**src/rtl/riscv_memory_arbiter.sv**
```systemverilog
// N-channel arbiter onto one memory read port and one memory write port.
// Each direction has its own arbiter and in-order tag FIFO for routing responses.
module riscv_memory_arbiter #(
  parameter int unsigned CHANNELS   = 2,
  parameter int unsigned ADDR_WIDTH = 32,
  parameter int unsigned DATA_WIDTH = 32,
  parameter int unsigned DEPTH      = 4,
  parameter int unsigned RR_MODE    = 1
) (
  input  logic                           clock,
  input  logic                           reset_n,
  input  logic [CHANNELS*ADDR_WIDTH-1:0] ch_read_address,
  input  logic [CHANNELS-1:0]            ch_read,
  output logic [CHANNELS-1:0]            ch_read_grant,
  output logic [CHANNELS-1:0]            ch_read_ready,
  output logic [DATA_WIDTH-1:0]          ch_read_data,
  input  logic [CHANNELS*ADDR_WIDTH-1:0] ch_write_address,
  input  logic [CHANNELS*DATA_WIDTH-1:0] ch_write_data,
  input  logic [CHANNELS-1:0]            ch_write,
  output logic [CHANNELS-1:0]            ch_write_grant,
  output logic [CHANNELS-1:0]            ch_write_ready,
  output logic [ADDR_WIDTH-1:0]          memory_read_address,
  output logic                           memory_read,
  input  logic [DATA_WIDTH-1:0]          memory_in,
  input  logic                           memory_read_ready,
  output logic [ADDR_WIDTH-1:0]          memory_write_address,
  output logic [DATA_WIDTH-1:0]          memory_out,
  output logic                           memory_write,
  input  logic                           memory_write_ready,
  output logic                           protocol_error
);

  localparam int unsigned IdxW = (CHANNELS > 1) ? $clog2(CHANNELS) : 1;
  localparam int unsigned PtrW = $clog2(DEPTH);
  localparam int unsigned CntW = PtrW + 1;

  // Returns {found, index}; round-robin search starts at ptr, fixed mode at 0.
  function automatic logic [IdxW:0] pick(input logic [CHANNELS-1:0] req,
                                         input logic [IdxW-1:0]     ptr);
    logic              found;
    logic [IdxW-1:0]   win;
    logic [CHANNELS-1:0] sh;
    int unsigned       k;
    found = 1'b0;
    win   = '0;
    for (int unsigned i = 0; i < CHANNELS; i++) begin
      k  = (RR_MODE != 0) ? (32'(ptr) + i) % CHANNELS : i;
      sh = req >> k;
      if (!found && sh[0]) begin
        found = 1'b1;
        win   = IdxW'(k);
      end
    end
    return {found, win};
  endfunction

  function automatic logic [IdxW-1:0] next_idx(input logic [IdxW-1:0] idx);
    return IdxW'((32'(idx) + 1) % CHANNELS);
  endfunction

  logic [IdxW-1:0] rd_fifo_q [DEPTH];
  logic [IdxW-1:0] rd_fifo_d [DEPTH];
  logic [PtrW-1:0] rd_wptr_q, rd_wptr_d, rd_rptr_q, rd_rptr_d;
  logic [CntW-1:0] rd_cnt_q, rd_cnt_d;
  logic [IdxW-1:0] rd_ptr_q, rd_ptr_d, rd_win;
  logic            rd_found, rd_issue, rd_pop, rd_empty, rd_full;
  logic [CHANNELS*ADDR_WIDTH-1:0] rd_addr_sh;

  logic [IdxW-1:0] wr_fifo_q [DEPTH];
  logic [IdxW-1:0] wr_fifo_d [DEPTH];
  logic [PtrW-1:0] wr_wptr_q, wr_wptr_d, wr_rptr_q, wr_rptr_d;
  logic [CntW-1:0] wr_cnt_q, wr_cnt_d;
  logic [IdxW-1:0] wr_ptr_q, wr_ptr_d, wr_win;
  logic            wr_found, wr_issue, wr_pop, wr_empty, wr_full;
  logic [CHANNELS*ADDR_WIDTH-1:0] wr_addr_sh;
  logic [CHANNELS*DATA_WIDTH-1:0] wr_data_sh;

  logic            err_q, err_d;

  always_comb begin
    rd_empty = (rd_cnt_q == '0);
    rd_full  = (rd_cnt_q == CntW'(DEPTH));
    rd_pop   = reset_n && memory_read_ready && !rd_empty;
    {rd_found, rd_win} = pick(ch_read, rd_ptr_q);
    // A pop in the same cycle frees the slot, so a full FIFO can still accept.
    rd_issue   = reset_n && rd_found && (!rd_full || rd_pop);
    rd_addr_sh = ch_read_address >> (32'(rd_win) * ADDR_WIDTH);

    memory_read         = rd_issue;
    memory_read_address = rd_issue ? rd_addr_sh[ADDR_WIDTH-1:0] : '0;
    ch_read_grant       = rd_issue ? (CHANNELS'(1) << rd_win) : '0;
    ch_read_ready       = rd_pop ? (CHANNELS'(1) << rd_fifo_q[rd_rptr_q]) : '0;
    ch_read_data        = reset_n ? memory_in : '0;

    rd_fifo_d = rd_fifo_q;
    if (rd_issue) rd_fifo_d[rd_wptr_q] = rd_win;
    rd_wptr_d = rd_wptr_q + PtrW'(rd_issue);
    rd_rptr_d = rd_rptr_q + PtrW'(rd_pop);
    rd_cnt_d  = rd_cnt_q + CntW'(rd_issue) - CntW'(rd_pop);
    rd_ptr_d  = (rd_issue && RR_MODE != 0) ? next_idx(rd_win) : rd_ptr_q;
  end

  always_comb begin
    wr_empty = (wr_cnt_q == '0);
    wr_full  = (wr_cnt_q == CntW'(DEPTH));
    wr_pop   = reset_n && memory_write_ready && !wr_empty;
    {wr_found, wr_win} = pick(ch_write, wr_ptr_q);
    wr_issue   = reset_n && wr_found && (!wr_full || wr_pop);
    wr_addr_sh = ch_write_address >> (32'(wr_win) * ADDR_WIDTH);
    wr_data_sh = ch_write_data >> (32'(wr_win) * DATA_WIDTH);

    memory_write         = wr_issue;
    memory_write_address = wr_issue ? wr_addr_sh[ADDR_WIDTH-1:0] : '0;
    memory_out           = wr_issue ? wr_data_sh[DATA_WIDTH-1:0] : '0;
    ch_write_grant       = wr_issue ? (CHANNELS'(1) << wr_win) : '0;
    ch_write_ready       = wr_pop ? (CHANNELS'(1) << wr_fifo_q[wr_rptr_q]) : '0;

    wr_fifo_d = wr_fifo_q;
    if (wr_issue) wr_fifo_d[wr_wptr_q] = wr_win;
    wr_wptr_d = wr_wptr_q + PtrW'(wr_issue);
    wr_rptr_d = wr_rptr_q + PtrW'(wr_pop);
    wr_cnt_d  = wr_cnt_q + CntW'(wr_issue) - CntW'(wr_pop);
    wr_ptr_d  = (wr_issue && RR_MODE != 0) ? next_idx(wr_win) : wr_ptr_q;

    // Any response with nothing outstanding is a protocol violation; sticky until reset.
    err_d = err_q | (memory_read_ready && rd_empty) | (memory_write_ready && wr_empty);
    protocol_error = err_q;
  end

  always_ff @(posedge clock) begin
    if (!reset_n) begin
      rd_fifo_q <= '{default: '0};
      rd_wptr_q <= '0;
      rd_rptr_q <= '0;
      rd_cnt_q  <= '0;
      rd_ptr_q  <= '0;
      wr_fifo_q <= '{default: '0};
      wr_wptr_q <= '0;
      wr_rptr_q <= '0;
      wr_cnt_q  <= '0;
      wr_ptr_q  <= '0;
      err_q     <= 1'b0;
    end else begin
      rd_fifo_q <= rd_fifo_d;
      rd_wptr_q <= rd_wptr_d;
      rd_rptr_q <= rd_rptr_d;
      rd_cnt_q  <= rd_cnt_d;
      rd_ptr_q  <= rd_ptr_d;
      wr_fifo_q <= wr_fifo_d;
      wr_wptr_q <= wr_wptr_d;
      wr_rptr_q <= wr_rptr_d;
      wr_cnt_q  <= wr_cnt_d;
      wr_ptr_q  <= wr_ptr_d;
      err_q     <= err_d;
    end
  end

endmodule
```
**config.mk**
```make
export PLATFORM = sky130hd
export DESIGN_NAME = riscv_memory_arbiter
export DESIGN_NICKNAME = d
export VERILOG_FILES = /design/src/rtl/riscv_memory_arbiter.sv
export SDC_FILE = /design/constraint.sdc
export NUM_CORES = 1
export LEC_CHECK = 0
export ABC_AREA = 1
export CAP_MARGIN = 15
export CORE_AREA = 5 5 140 142
export CTS_CLUSTER_DIAMETER = 80
export CTS_CLUSTER_SIZE = 24
export DETAILED_ROUTE_END_ITERATION = 8
export DIE_AREA = 0 0 145 147
export PLACE_DENSITY = 0.64
export RECOVER_POWER = 25
export SYNTH_ARGS = -nofsm -noshare
export SYNTH_HDL_FRONTEND = slang
export SYNTH_SLANG_ARGS = --single-unit
```
**constraint.sdc**
```tcl
create_clock -name clock -period 2.6 [get_ports clock]
set_input_delay 0.39 -clock clock [delete_from_list [all_inputs] [get_ports clock]]
set_output_delay 0.39 -clock clock [all_outputs]
set_load 0.01 [all_outputs]
```
==> results of run 1 <==
==> path summary, 6_finish.rpt <==
check | from | end | slack [ns] | cells after the start
min | wr_ptr_q$_SDFFE_PN0P_ | wr_ptr_q$_SDFFE_PN0P_ | 0.47 | 2
max reg2reg | wr_cnt_q[1]$_SDFF_PN0_ | wr_cnt_q[2]$_SDFF_PN0_ | 0.55 | 10
min reg2reg | wr_ptr_q$_SDFFE_PN0P_ | wr_ptr_q$_SDFFE_PN0P_ | 0.47 | 2
max | ch_read[0] | memory_read_address[28] | 0.09 | 10
==> cells in the final DEF, fill, tap and decap left out, types with 3 or more instances in the layout <==
cell type        count
clkbuf_1             3
dlymetal6s2s_1      12
dfxtp_1             25
clkbuf_4             5
inv_1               63
nor2_4               3
buf_12               5
nor2_1              37
dlygate4sd3_1        9
nand2_2             12
buf_4               19
clkdlybuf4s50_1    263
buf_6                3
nand2_1            351
o21ai_0              4
clkbuf_16            3
xnor2_1              6
dlygate4sd2_1       71
nand3_1             13
clkdlybuf4s25_1      3
clkbuf_2            12
a21oi_1             12
ha_1                 4
==> registers in the layout (all words and copies together) (netlist names) <==
signal,cells
wr_fifo_q,4
wr_rptr_q,2
rd_cnt_q,3
wr_wptr_q,2
rd_rptr_q,2
wr_cnt_q,3
rd_ptr_q,1
rd_fifo_q,4
protocol_error,1
wr_ptr_q,1
rd_wptr_q,2
==> area by class of cell <==
| cell class | instances | area share |
|---|---|---|
| multi-input cells | 454 | 0.2774 |
| inverters | 66 | 0.03587 |
| well taps | 234 | 0.04156 |
| repair buffers | 407 | 0.5619 |
| flip-flops and latches | 25 | 0.07104 |
| repair inverters | 1 | 0.001066 |
| clock buffers | 4 | 0.01119 |
==> tightest hold or removal path, cell delays in order (launching register included) <==
cell	delay, ns
dfxtp_1	0.30
inv_1	0.07
a21oi_1	0.06
==> routing by layer <==
layer / up-vias / wire length [um]
met5: - / 0
met4: 0 / 89
met3: 6 / 1393
met2: 208 / 8202
met1: 1974 / 6995
li1: 2444 / -
==> cells by family after synthesis <==
| group | Yosys count |
|---|---|
| simple gates | 422 |
| flops | 25 |
| compound gates | 20 |
| xor+xnor | 6 |
| fa+ha+maj | 6 |
| buf+inv | 92 |
==> repair_timing <==
action / in CTS / in global routing
resized for setup: 93 / 37
gates cloned: 2 / 0
setup endpoints to repair: 98 / 27
setup buffers: 2 / 0
==> metrics by stage <==
stage / util / std cells / hold WS, ns / setup slack, ns / power (mW)
after CTS: 0.3853 / 1191 / 0.4736 / 0.006061 / 2.468
after global routing: 0.3844 / 1191 / 0.4967 / 0.003705 / 2.608
after floorplan: - / 571 / 0.4448 / 0.6278 / 1.209
final: 0.3844 / 1191 / 0.4709 / 0.08829 / 2.407
after global placement: 0.3816 / 1183 / 0.4605 / -0.1622 / 2.152
after detailed placement: 0.3816 / 1183 / 0.4653 / -0.1750 / 2.164
==> power by group <==
part	leakage [nW]	internal (mW)	switching (mW)
combinational	3.69	0.837	0.704
sequential	0.205	0.458	0.0645
clock	0.0382	0.210	0.134
==> results.md, run 1 <==
- Status: completed
- I/O pin cnt: 371
- Largest family of logic cells by synthesized area: simple AND/OR/NAND/NOR gates
- Compound-gate portion of the synthesized area: 0.04078
- Synth Net Count: 809
- Largest net degree at the start of global routing: 45
- Post-synth EDFFs: 0
- Crit path DAT: 2.12 ns
- Synth top cells by count: nand2_1 (352), inv_1 (63), nor2_1 (38)
- DR vias/cell: between 3 and 4
- Routed Antenna Nets: 0
- Met3 Use GR: 0.03825
- Distinct cells, synth: 24
- CTS Buffer Depth: 2
- Fin. max-slew vios: 0
- RSZ-0062 raised after global routing: no
- Grt ovf: 0
- Synth area leader: nand2_1
- Clk sinks: 25
- Hold Fails Final Rpt: 0
- Worst Hold Class: reg2reg
- Die ar.: 0.02132 mm^2
- P per Cell Area: 341.6 mW/mm^2
- Fraction of layout cells with a size suffix above 1: 0.07524
- CP max-delay cell: clkdlybuf4s50_1
- Met2 GRT Util: 0.2523
- Buffers on Ports: 370
- Pre-antenna DRT Iters: 6
- Clk pin slew, worst setup/hold paths: approximately 0.060 ns
- Max frequency: 398.1 MHz
- Synth Area per Inst: 5.051 um^2
- CTS tree: yes
- Initial antenna violation count: 0
- CP cell instances: clkdlybuf4s50_1 -> nor2_1 -> nor2_4 -> nand2_1 -> nor2_4 -> buf_4 -> bufbuf_16 -> nand2_1 -> nand2_1 -> clkdlybuf4s15_1
- CP Launch Type: primary input
- Max-Cap Viols: 0
- Final Cell Area: 0.007046 mm^2
- Gp weighted congestion: slightly above 0.9
- Cts hold-fix bufs: 0
- Root Buffer: clkbuf_16
- Initial core utilization: 0.1573
- Final setup viols: 0
- Adder-Cell Fraction of Synth Area: 0.03124
- Largest stage delay, worst path: 0.50 ns
- Main area contributors after synthesis: nand2_1 (46%), dfxtp_1 (17%), inv_1 (8.2%), nor2_1 (4.9%), buf_6 (3.1%)
- Post-synthesis mux area share: 0
- Final period util: 0.9660
- CP Capture Type: output pin
- Rows: 50
- Post-route DRC violation count: 0
- Most frequent CP cell: nand2_1
- Wire per inst: between 10 and 15 um
- Synthesized area: ~0.0029 mm^2
- M1 GR Usage: 0.1788
- Max-slew headroom: 0.7924
- Htree depth: 1
- Synthesis-to-layout area growth: 144.3%
- Syn. warnings: 0
- Crit-path leading delay family: buffers and inverters
- Leakage: 3.929 nW
- CP required: 2.21 ns
- Fill cells: ~2.0k
- Slew @ Worst Pin: just over 0.3 ns
- CP Max Fanout: 12
- Detailed Route WL: approximately 17000 um
- Die span in x: 145 um
- Seq/Total Area, Yosys: 0.1735
- Clock Skew: 0.002124 ns
- Nets@finish: ~1.2k
- Fin crit period: 2.512 ns
- Multi-input logic area: approximately 0.0020 mm^2
- Storage cell area: ~500 um^2
- GR peak layer: met2
- Die height: 147 um
- Vias in the first global route: around 4.5k
- Type of the worst setup path: in2out
- Setup TNS: 0 ns
- Sum of buffers and inverters on the critical path: 4
- Clock latency on the worst-skew pair: roughly 0.26 ns
- Antenna cells: 0
- Most used DFF post-synth: dfxtp_1
- Synth Area in XOR/XNOR: 0.01822
- First-pass GRT wire length: between 20000 and 25000 um
- Dpl cell area: ~0.007 mm^2
- Yosys top cell area share: 0.4581
- GRT Total Usage: 0.1427
- Vias: 4632
- Asr flop ratio synth: 0
- Yosys reg bits: 25
- Post-synthesis simple-gate area fraction: 0.5831
- Core box area: 0.01833 mm^2
- TritonCTS Buffers: 3
- Mapped Cells: 571
- HPWL Detailed: around 14000 um
- Most frequent cell after synthesis: nand2_1
- Peak VDD IR: 236.2 uV
- Iter 0 DRT Violations: around 170
No activity file was read; power rests on OpenSTA's default activity.
==> run 2, diff against run 1 <==
ABC_AREA = 0   (was 1)
PLACE_DENSITY = 0.67   (was 0.64)
==> results.md, run 2 <==
- Status: finished with violations
- Failing checks: setup timing
- Crit path DAT: 2.23 ns (+0.11 ns)
- Yosys top cell area share: 0.2121 (-0.2461)
- Worst Hold Class: reg2reg
- Wire per inst: 16.17 um (+15%)
- CP required: 2.21 ns (about the same)
- Largest stage delay, worst path: 0.55 ns (+0.05 ns)
- Main area contributors after synthesis: nand3b_1 (21%), dfxtp_1 (15%), o21ai_0 (15%), a21oi_1 (14%), and2_1 (6.8%)
- Iter 0 DRT Violations: 248 (+48%)
- Buffers on Ports: 370 (unchanged)
- Grt ovf: 0 (unchanged)
- CTS tree: yes
- Post-synth EDFFs: 0 (unchanged)
- Clock latency on the worst-skew pair: 0.26 ns (about the same)
- Clock Skew: 0.003046 ns (+0.0009229 ns)
- Antenna cells: 0 (unchanged)
- Nets@finish: 1107 (-7.4%)
- Synth top cells by count: o21ai_0 (99), a21oi_1 (98), nand3b_1 (96)
- Root Buffer: clkbuf_16
- Yosys reg bits: 25 (unchanged)
- Clk sinks: 25 (unchanged)
- Distinct cells, synth: 42 (+75%)
- Synth Net Count: 747 (-7.7%)
- HPWL Detailed: 14550 um (+3.4%)
- Storage cell area: 500.5 um^2 (unchanged)
- Most used DFF post-synth: dfxtp_1
- Post-route DRC violation count: 0 (unchanged)
- CP Launch Type: primary input
- Die height: 147 um (unchanged)
- Final setup viols: 3 (+3)
- Final period util: 1.007 (+0.04113)
- I/O pin cnt: 371 (unchanged)
- CP cell instances: clkdlybuf4s50_1 -> nor2b_4 -> buf_12 -> buf_12 -> o21ai_0 -> a21oi_1 -> clkdlybuf4s50_1
- Pre-antenna DRT Iters: 6 (unchanged)
- Gp weighted congestion: 0.9021 (-1.5%)
- Fraction of layout cells with a size suffix above 1: 0.06682 (-0.008415)
- Vias: 5041 (+8.8%)
- Max frequency: 381.9 MHz (-4.1%)
- Hold Slack: 0.4604 ns (-0.01051 ns)
- Hold Fails Final Rpt: 0 (unchanged)
- Type of the worst setup path: in2out
- Largest net degree at the start of global routing: 47 (+4.4%)
- Htree depth: 1 (unchanged)
- Most frequent cells in the layout: clkdlybuf4s50_1 (264), o21ai_0 (99), a21oi_1 (97), nand3b_1 (96), dlygate4sd2_1 (87)
- Setup ws final: -0.01864 ns (-0.1069 ns)
- Max-slew headroom: 0.6267 (-0.1657)
- Synth Area per Inst: 6.676 um^2 (+32%)
- Die ar.: 0.02132 mm^2 (unchanged)
- TritonCTS Buffers: 3 (unchanged)
- Fin crit period: 2.619 ns (+0.1069 ns)
- Slew @ Worst Pin: 0.5512 ns (+0.2398 ns)
- Hold Crit Depth: 2 (unchanged)
- Mapped Cells: 509 (-11%)
- Final Util: 0.4118 (+0.02744)
- Die span in x: 145 um (unchanged)
- Seq/Total Area, Yosys: 0.1473 (-0.02626)
- Clk pin slew, worst setup/hold paths: 0.06 ns (about the same)
- Synthesis-to-layout area growth: 122.1%
- Core box area: 0.01833 mm^2 (unchanged)
- Initial core utilization: 0.1854 (+0.02805)
- Non-filler cells, final: 1102 (-7.5%)
- RSZ-0062 raised after global routing: yes
- Most frequent cell after synthesis: o21ai_0
- CTS Buffer Depth: 2 (unchanged)
- CP max-delay cell: clkdlybuf4s50_1
- DP Worst Slack: -0.2261 ns (-0.05109 ns)
- CP Capture Type: output pin
- First-pass GRT wire length: 27080 um (+9.0%)
- Peak VDD IR: 200.9 uV (-15%)
- CP Max Fanout: 25 (+13)
- Detailed Route WL: 17820 um (+6.9%)
- Leakage: 3.148 nW (-20%)
- Fin. max-slew vios: 0 (unchanged)
- DR vias/cell: 4.574 (+18%)
- GRT Total Usage: 0.1514 (+0.008678)
- Vias in the first global route: 4802 (+5.7%)
- Initial antenna violation count: 0 (unchanged)
- Cells after DPL: 1096 (-7.4%)
- Cts hold-fix bufs: 0 (unchanged)
- Synthesized area: 0.003398 mm^2 (+18%)
- Synth area leader: nand3b_1
- Routed Antenna Nets: 0 (unchanged)
- Max-Cap Viols: 0 (unchanged)
- Top flop regs: rd_fifo_q x4, wr_fifo_q x4
- Asr flop ratio synth: 0 (unchanged)
- Worst R2R Path Depth: 10 (unchanged)
- Multi-input logic area: 0.002590 mm^2 (+33%)
- Leading cell type in the layout, fill and taps excluded: clkdlybuf4s50_1
- Syn. warnings: 0 (unchanged)
- P per Cell Area: 328.2 mW/mm^2 (-3.9%)
- Rows: 50 (unchanged)
- Fill cells: 1897 (-5.2%)
[run 2: changes by cell type in the layout (fill, tap and decap cells not counted), sizes merged, moves of 28 or more]
cell / change
o21ai: +95
and2: +37
nand3b: +95
nor2: -28
nand2: -353
inv: -57
a21oi: +86
[run 2: cell type report]
type                       count  share of cell area
timing repair buffer         416              0.5364
clock buffer                   3            0.009945
inverter                       9            0.004475
sequential                    25             0.06630
multi-input combinational    414              0.3431
clock inverter                 1           0.0009945
tap                          234             0.03879
[run 2: per-layer routing]
layer	global-route usage	wire (um)	up-vias
met2	0.2714	9140	204
met5	0	0	-
met3	0.02992	1373	18
met1	0.1868	7026	2271
met4	0.03390	283	0
li1	-	-	2548
[run 2: metrics by stage]
stage,cell area [um^2],TNS [ns],total power [mW]
3_3_place_gp,7559,-12.25,2.242
6_report,7548,-0.05096,2.477
2_1_floorplan,3398,0,1.275
4_1_cts,7556,-0.8877,2.531
5_1_grt,7548,-0.2739,2.663
3_5_place_dp,7559,-14.62,2.262
[run 2: what timing repair did]
action                     in CTS  in global routing
pin swaps                       1                  2
buffers inserted                0                  3
hold endpoints to repair        0                  0
resized for setup              95                 19
setup endpoints to repair     103                 19
[run 2: cells by family (layout without fill, tap and decap cells)]
family | after synthesis | after routing | share of synthesized area
AOI/OAI and AO/OA | 210 | 210 | 0.3211
and+or+nand+nor | 184 | 184 | 0.3649
buffers and inverters | 70 | 429 | 0.09352
DFF | 25 | 25 | 0.1473
muxes | 9 | 9 | 0.03387
adders and majority gates | 6 | 6 | 0.02651
xor gates and xnor gates | 5 | 5 | 0.01289
[run 2: power breakdown]
part | internal, mW | leakage (nW) | switching, mW
registers | 0.455 | 0.205 | 0.0762
logic | 0.915 | 2.91 | 0.687
clock network | 0.209 | 0.0371 | 0.135
[run 2: worst paths after layout]
| kind | start | slack [ns] | endpoint |
|---|---|---|---|
| setup / recovery | ch_write[0] | -0.02 | memory_out[11] |
| hold / removal | wr_fifo_q[0]$_SDFFE_PN0P_ | 0.46 | wr_fifo_q[0]$_SDFFE_PN0P_ |
| hold reg to reg | wr_fifo_q[0]$_SDFFE_PN0P_ | 0.46 | wr_fifo_q[0]$_SDFFE_PN0P_ |
| setup reg to reg | rd_cnt_q[1]$_SDFF_PN0_ | 0.30 | rd_cnt_q[2]$_SDFF_PN0_ |
[run 2: critical path, delay by kind of cell]
kind            cells  cell delay, ns
simple gates        1            0.19
buf+inv             4            1.41
compound gates      2            0.23
